[src/rtl/apt_ctrl_pkg.sv]
// ---------------------------------------------------------------------------
// apt_ctrl_pkg
// Shared definitions for the array-feeder controllers: load-sequencer state
// encoding and the default word width, lane count and row-count width.
// ---------------------------------------------------------------------------
package apt_ctrl_pkg;

    localparam int DEF_DW = 8;
    localparam int DEF_N  = 8;
    localparam int DEF_RW = 16;

    typedef enum logic [1:0] {
        ST_IDLE     = 2'd0,
        ST_LOAD     = 2'd1,
        ST_WAIT_ACK = 2'd2
    } state_t;

endpackage

[src/rtl/top_demux.sv]
// ---------------------------------------------------------------------------
// top_demux
// Lane router: places i_data on lane i_sel of the DW*N output bus; all other
// lanes, and every lane when i_en is low, read zero.
//   i_data  DW     word to route
//   i_sel   SEL    destination lane index
//   i_en    1      route enable
//   o_bus   DW*N   lane bus, lane k at bits [k*DW +: DW]
// ---------------------------------------------------------------------------
module top_demux #(
    parameter int DW  = 8,
    parameter int N   = 8,
    parameter int SEL = $clog2(N)
) (
    input  logic [DW-1:0]   i_data,
    input  logic [SEL-1:0]  i_sel,
    input  logic            i_en,
    output logic [DW*N-1:0] o_bus
);

    // Decode the lane index and steer the word onto exactly one lane.
    always_comb begin
        o_bus = {(DW*N){1'b0}};
        for (int i = 0; i < N; i++) begin
            if (i_en && (i_sel == SEL'(i))) begin
                o_bus[i*DW +: DW] = i_data;
            end else begin
                o_bus[i*DW +: DW] = {DW{1'b0}};
            end
        end
    end

endmodule

[src/rtl/demux_load_ctrl.sv]
// ---------------------------------------------------------------------------
// demux_load_ctrl
// Streams words from a valid/ready source into N lanes in order 0..N-1,
// presents each completed row with a valid/ack handshake and repeats for a
// programmed number of rows.
//   clk, rst_n          clock, asynchronous active-low reset
//   start, num_rows     job start pulse and row count (latched in IDLE)
//   abort               synchronous cancel back to IDLE
//   in_valid/in_ready   source handshake, in_data the word
//   select, lane_we     registered lane index and one-hot write strobe
//   lane_bus            routed word, only lane 'select' nonzero
//   row_valid/row_ack   row handshake towards the array
//   busy, done          job activity and end-of-job pulse
// ---------------------------------------------------------------------------
module demux_load_ctrl
    import apt_ctrl_pkg::*;
#(
    parameter int DW  = DEF_DW,
    parameter int N   = DEF_N,
    parameter int SEL = $clog2(N),
    parameter int RW  = DEF_RW
) (
    input  logic            clk,
    input  logic            rst_n,
    input  logic            start,
    input  logic [RW-1:0]   num_rows,
    input  logic            abort,
    input  logic            in_valid,
    input  logic [DW-1:0]   in_data,
    output logic            in_ready,
    output logic [SEL-1:0]  select,
    output logic [DW*N-1:0] lane_bus,
    output logic [N-1:0]    lane_we,
    output logic            row_valid,
    input  logic            row_ack,
    output logic            busy,
    output logic            done
);

    localparam logic [SEL-1:0] LAST_LANE = SEL'(N - 1);
    localparam logic [N-1:0]   WE_ONE    = {{(N-1){1'b0}}, 1'b1};
    localparam logic [RW-1:0]  ROWS_ONE  = {{(RW-1){1'b0}}, 1'b1};

    state_t         r_state;
    logic [SEL-1:0] r_lane;
    logic [RW-1:0]  r_rows_left;
    logic [SEL-1:0] r_select;
    logic [DW-1:0]  r_data;
    logic [N-1:0]   r_lane_we;
    logic           r_done;
    logic           w_accept;
    logic           w_lane_en;

    // abort masks in_ready in its own cycle so a concurrent word is never taken.
    assign in_ready  = (r_state == ST_LOAD) && !abort;
    assign w_accept  = in_valid && in_ready;
    assign row_valid = (r_state == ST_WAIT_ACK);
    assign busy      = (r_state != ST_IDLE);
    assign select    = r_select;
    assign lane_we   = r_lane_we;
    assign done      = r_done;
    assign w_lane_en = |r_lane_we;

    // Sequencer FSM with lane counter, row counter and registered lane outputs.
    always_ff @(posedge clk or negedge rst_n) begin
        if (!rst_n) begin
            r_state     <= ST_IDLE;
            r_lane      <= {SEL{1'b0}};
            r_rows_left <= {RW{1'b0}};
            r_select    <= {SEL{1'b0}};
            r_data      <= {DW{1'b0}};
            r_lane_we   <= {N{1'b0}};
            r_done      <= 1'b0;
        end else begin
            r_lane_we <= {N{1'b0}};
            r_done    <= 1'b0;
            if (abort) begin
                r_state     <= ST_IDLE;
                r_lane      <= {SEL{1'b0}};
                r_rows_left <= {RW{1'b0}};
            end else begin
                case (r_state)
                    ST_IDLE: begin
                        if (start) begin
                            if (num_rows != {RW{1'b0}}) begin
                                r_rows_left <= num_rows;
                                r_lane      <= {SEL{1'b0}};
                                r_state     <= ST_LOAD;
                            end else begin
                                r_done <= 1'b1;
                            end
                        end
                    end
                    ST_LOAD: begin
                        if (w_accept) begin
                            r_select  <= r_lane;
                            r_data    <= in_data;
                            r_lane_we <= WE_ONE << r_lane;
                            if (r_lane == LAST_LANE) begin
                                r_lane  <= {SEL{1'b0}};
                                r_state <= ST_WAIT_ACK;
                            end else begin
                                r_lane <= r_lane + SEL'(1'b1);
                            end
                        end
                    end
                    ST_WAIT_ACK: begin
                        // rows_left is at least 1 here, so the decrement cannot wrap.
                        if (row_ack) begin
                            r_rows_left <= r_rows_left - ROWS_ONE;
                            if (r_rows_left == ROWS_ONE) begin
                                r_state <= ST_IDLE;
                                r_done  <= 1'b1;
                            end else begin
                                r_state <= ST_LOAD;
                            end
                        end
                    end
                    default: begin
                        r_state <= ST_IDLE;
                    end
                endcase
            end
        end
    end

    top_demux #(
        .DW (DW),
        .N  (N),
        .SEL(SEL)
    ) u_top_demux (
        .i_data(r_data),
        .i_sel (r_select),
        .i_en  (w_lane_en),
        .o_bus (lane_bus)
    );

endmodule

[config.mk]
export PLATFORM = sky130hd
export DESIGN_NAME = demux_load_ctrl
export DESIGN_NICKNAME = d
export VERILOG_FILES = /design/src/rtl/apt_ctrl_pkg.sv /design/src/rtl/top_demux.sv /design/src/rtl/demux_load_ctrl.sv
export SDC_FILE = /design/constraint.sdc
export NUM_CORES = 1
export LEC_CHECK = 0
export CAP_MARGIN = 0
export CORE_MARGIN = 5
export CORE_UTILIZATION = 40
export DETAILED_ROUTE_END_ITERATION = 8
export GPL_TIMING_DRIVEN = 0
export PLACE_DENSITY = 0.77
export SLEW_MARGIN = 10
export SYNTH_ARGS = -nofsm -noshare
export SYNTH_HDL_FRONTEND = slang
export SYNTH_HIERARCHICAL = 1
export SYNTH_SLANG_ARGS = --single-unit
[constraint.sdc]
create_clock -name clk -period 1.9 [get_ports clk]
set_input_delay 0.38 -clock clk [delete_from_list [all_inputs] [get_ports clk]]
set_output_delay 0.38 -clock clk [all_outputs]
set_load 0.01 [all_outputs]
==> Flow_metrics.wiki <==
{| class="wikitable"
! Metric !! Value
|-
| Placer's final routability congestion estimate || 0.890
|-
| Number of filler instances in the final layout || 481
|-
| Netlist area before placement || 2840 µm²
|-
| Top cells by area in the synthesized netlist || sky130_fd_sc_hd__dfrtp_1 36%, sky130_fd_sc_hd__and2_1 12%, sky130_fd_sc_hd__mux2_2 4.8%
|-
| Type of the worst setup path || register to primary output
|-
| Dominant cell type by count on the critical path || sky130_fd_sc_hd__buf_6
|-
| ANT cells || 0
|-
| Power Dens Cells || 483 nW/µm²
|-
| Detailed-route DRC error count || 0
|-
| Cell-internal power || 1.57 mW
|-
| Run status || complete, but fails checks
|-
| Post-DP Area || 4070 µm²
|-
| Total number of H-tree levels || 2
|-
| Cells on worst reg2reg path || 4
|-
| Number of iterations in the first detailed-routing pass || 4
|-
| Y dimension of the die || 94.2 µm
|-
| Instance count of the mapped netlist || 299
|-
| Global-route wire length before repair || 15400 µm
|-
| Proportion of register bits with asynchronous set or reset after synthesis || 1.00
|-
| Area of the core || 6870 µm²
|-
| Number of antenna violations at the first check in global routing || 0
|-
| Placed Cells incl. Taps || 504
|-
| Clock tree buffer depth || 2
|-
| Total power draw || 2.37 mW
|-
| CP required || 1520 ps
|-
| Die span in x || 94.2 µm
|-
| Top fanout value on the critical path || 8
|-
| Class of the worst hold path || primary input to async pin
|-
| IO Count || 109
|-
| Synth Flop Type || sky130_fd_sc_hd__dfrtp_1
|-
| TritonCTS clock tree || built
|-
| CTS Buf Count || 5
|-
| Critical Path Source || lane_we[2]$_DFF_PN0_
|-
| Worst path max stage delay || 390 ps
|-
| Grt ovf || 0
|-
| Post-Synthesis Mean Instance Area || 9.49 µm²
|-
| Signed area change from the synthesized netlist to the final layout || 72.9%
|-
| Filler-free cell count of the finished design || 544
|-
| Number of hold violations in the final report || 0
|-
| Yosys top cell area share || 0.361
|-
| Sequential share of power || 0.488
|-
| Library cell with the largest summed area after synthesis || sky130_fd_sc_hd__dfrtp_1
|-
| Beginning of the worst register-to-register path || r_rows_left[10]$_DFFE_PN0P_
|-
| Overall Global Routing Usage || 0.216
|-
| # setup viols final || 66
|-
| Final period utilization || 1.21
|-
| Number of violations reported at the end of detailed-routing iteration 0 || 184
|-
| Vias after detailed routing || 3007
|-
| Number of storage elements in the synthesis netlist || 41
|-
| Logic gate share of total power || 0.276
|-
| Cell area after layout || 4910 µm²
|-
| Estimated wirelength of the detail-placed design || 7080 µm
|-
| RSZ-0062 raised after global routing || yes
|-
| Slew at the pin closest to its max-slew limit || 551 ps
|-
| Count of input and output buffers || 108
|-
| Crit. End Element || primary output
|-
| Sequential-to-total area share from yosys stat || 0.361
|-
| Achievable clock frequency || 437 MHz
|-
| Largest voltage drop on the vdd net || 423 µV
|-
| Vias in the first global route || 2953
|-
| Drt wl/cell || 19.5 µm
|-
| Most used standard cell by instance count after synthesis || sky130_fd_sc_hd__and2_1
|-
| Utilization of the core after routing || 0.715
|-
| Data arrival time of the worst path || 1910 ps
|-
| Number of flops mapped to enable cells by yosys || 0
|-
| Fin crit period || 2290 ps
|-
| Worst setup skew after layout || 11.4 ps
|-
| Std cell rows || 30
|-
| Pin count of the biggest net entering global routing || 37
|-
| Effective utilization at floorplan || 0.413
|-
| List of cells traversed by the critical path || nor4_2 -> nand2_2 -> and4b_2 -> buf_6 -> and2_4 -> buf_6
|-
| Net count of the mapped netlist || 337
|-
| Leakage power of the design || 2.25 nW
|-
| Post-route ant nets || 0
|-
| Clock tree sinks || 41
|-
| Net Sw Power || 0.804 mW
|-
| Total Nets Final || 485
|-
| Count of pins over their slew limit || 0
|-
| Total number of yosys warnings || 6
|-
| Most frequent cells after synthesis || 55 x sky130_fd_sc_hd__and2_1, 41 x sky130_fd_sc_hd__dfrtp_1, 15 x sky130_fd_sc_hd__and2_2, 15 x sky130_fd_sc_hd__inv_1, 15 x sky130_fd_sc_hd__nand2_1
|-
| Detailed-route vias per instance || 5.53
|-
| Violations in the final reports || setup timing
|-
| Maxcap violations || 0
|-
| CTS Root Buffer Type || sky130_fd_sc_hd__clkbuf_8
|-
| Nature of the critical path startpoint || register
|-
| CP max stage cell || sky130_fd_sc_hd__dfrtp_1
|-
| Worst-Skew Late Latency || 290 ps
|-
| Final worst setup slack || -390 ps
|-
| Fraction of layout instances using a drive strength above 1 || 0.520
|-
| Switch share || 0.339
|-
| Final wirelength || 10600 µm
|-
| Rel. slew slack || 0.633
|-
| Clock share of power || 0.237
|-
| Die ar. || 8880 µm²
|-
| Clock-pin transition on the worst setup and hold timing paths || 80 ps
|-
| Cell variety after synth || 55
|}
power by group through the flow:
stage          sequential (mW)  combinational [mW]  clock, mW
6_report                  1.16               0.654      0.561
4_1_cts                   1.12               0.555      0.572
2_1_floorplan             1.07               0.282          0
3_3_place_gp              1.12               0.477          0
5_1_grt                   1.18               0.702      0.613
3_5_place_dp              1.13               0.486          0
cells in the final DEF, fill, tap and decap left out, types with 3 or more instances in the layout:
cell type and instances:
sky130_fd_sc_hd__clkbuf_1 3, sky130_fd_sc_hd__o221ai_1 5, sky130_fd_sc_hd__nor4_2 3, sky130_fd_sc_hd__and4bb_4 3, sky130_fd_sc_hd__buf_6 75, sky130_fd_sc_hd__dfrtp_1 39, sky130_fd_sc_hd__nand2_2 4, sky130_fd_sc_hd__nand2_1 11
sky130_fd_sc_hd__a21oi_1 5, sky130_fd_sc_hd__buf_4 23, sky130_fd_sc_hd__clkdlybuf4s50_1 35, sky130_fd_sc_hd__buf_2 7, sky130_fd_sc_hd__inv_1 14, sky130_fd_sc_hd__and2_4 60, sky130_fd_sc_hd__nor4_4 6, sky130_fd_sc_hd__nand3_1 3
sky130_fd_sc_hd__dlygate4sd2_1 4, sky130_fd_sc_hd__and2_1 10, sky130_fd_sc_hd__nor4_1 3, sky130_fd_sc_hd__nor2_1 5, sky130_fd_sc_hd__dlymetal6s2s_1 3, sky130_fd_sc_hd__or4_4 3, sky130_fd_sc_hd__mux2i_1 4, sky130_fd_sc_hd__mux2_2 12
sky130_fd_sc_hd__nand2b_1 6, sky130_fd_sc_hd__o211ai_1 10, sky130_fd_sc_hd__o21ai_0 4, sky130_fd_sc_hd__and4b_2 3, sky130_fd_sc_hd__ha_1 7, sky130_fd_sc_hd__o41a_1 3, sky130_fd_sc_hd__o311a_1 3, sky130_fd_sc_hd__clkbuf_8 5
sky130_fd_sc_hd__and3_1 8
per-stage QoR:
stage / hold slack, ps / TNS [ps] / setup WS, ps
final: 447 / -17880 / -390
after floorplan: 84.4 / -39.0 / -39.0
after CTS: 450 / -20740 / -425
after global placement: 520 / -64380 / -957
after global routing: 454 / -21660 / -452
after detailed placement: 233 / -39090 / -922
final cells by class:
type | count | area (µm²) | share of cell area
Clock inverter | 2 | 15.0 | 0.00306
Tap cell | 96 | 120 | 0.0245
Buffer | 9 | 57.6 | 0.0117
Timing Repair Buffer | 145 | 1480 | 0.301
Multi-Input combinational cell | 229 | 2070 | 0.423
Sequential cell | 41 | 1030 | 0.210
Clock buffer | 6 | 72.6 | 0.0148
Inverter | 16 | 65.1 | 0.0133
cell families (layout without fill, tap and decap cells):
| kind of cell | after synthesis | in the layout | synth area share |
|---|---|---|---|
| AO/OA/AOI/OAI | 57 | 57 | 0.156 |
| adder cells (fa/ha/maj) | 8 | 8 | 0.0353 |
| buffers and inverters | 29 | 178 | 0.0414 |
| flip-flops | 41 | 41 | 0.361 |
| multiplexers | 16 | 16 | 0.0617 |
| AND/OR/NAND/NOR | 148 | 148 | 0.344 |
per-layer routing:
metal / GRT usage / up-vias / routed length [µm]
met5: 0 / - / 0
li1: - / 1398 / -
met3: 0.0425 / 25 / 821
met1: 0.273 / 1426 / 4110
met4: 0.0794 / 0 / 252
met2: 0.364 / 158 / 5400
state kept, by name, indices dropped and copies added, names as in the netlist:
signal and cells:
done 1, r_data 8, r_rows_left 16, lane_we 8
r_state 2, select 3, r_lane 3
critical path, delay by kind of cell, from the launching register on:
kind | cells | cell delay, ps
and+or+nand+nor | 4 | 970
DFF | 1 | 390
buffers and inverters | 2 | 260
repair_timing:
action | CTS | global route
pin swaps | 16 | 11
hold endpoints to repair | 5 | 0
hold buffers | 1 | 0
buffers inserted | 23 | 12
gates cloned | 0 | 0
gates resized for setup | 372 | 100
setup endpoints to repair | 92 | 83
path summary, 6_finish.rpt:
| check | slack, ps | to |
|---|---|---|
| max | -390 | lane_bus[46] |
| min | 450 | r_rows_left[8]$_DFFE_PN0P_ |
| max reg2reg | -70 | r_rows_left[13]$_DFFE_PN0P_ |
| min reg2reg | 580 | r_rows_left[14]$_DFFE_PN0P_ |
| max in group asynchronous | 1010 | r_state[1]$_DFFE_PN0P_ |
| min in group clk | 540 | r_rows_left[13]$_DFFE_PN0P_ |
Note: power is estimated with default switching activity, not from simulation.
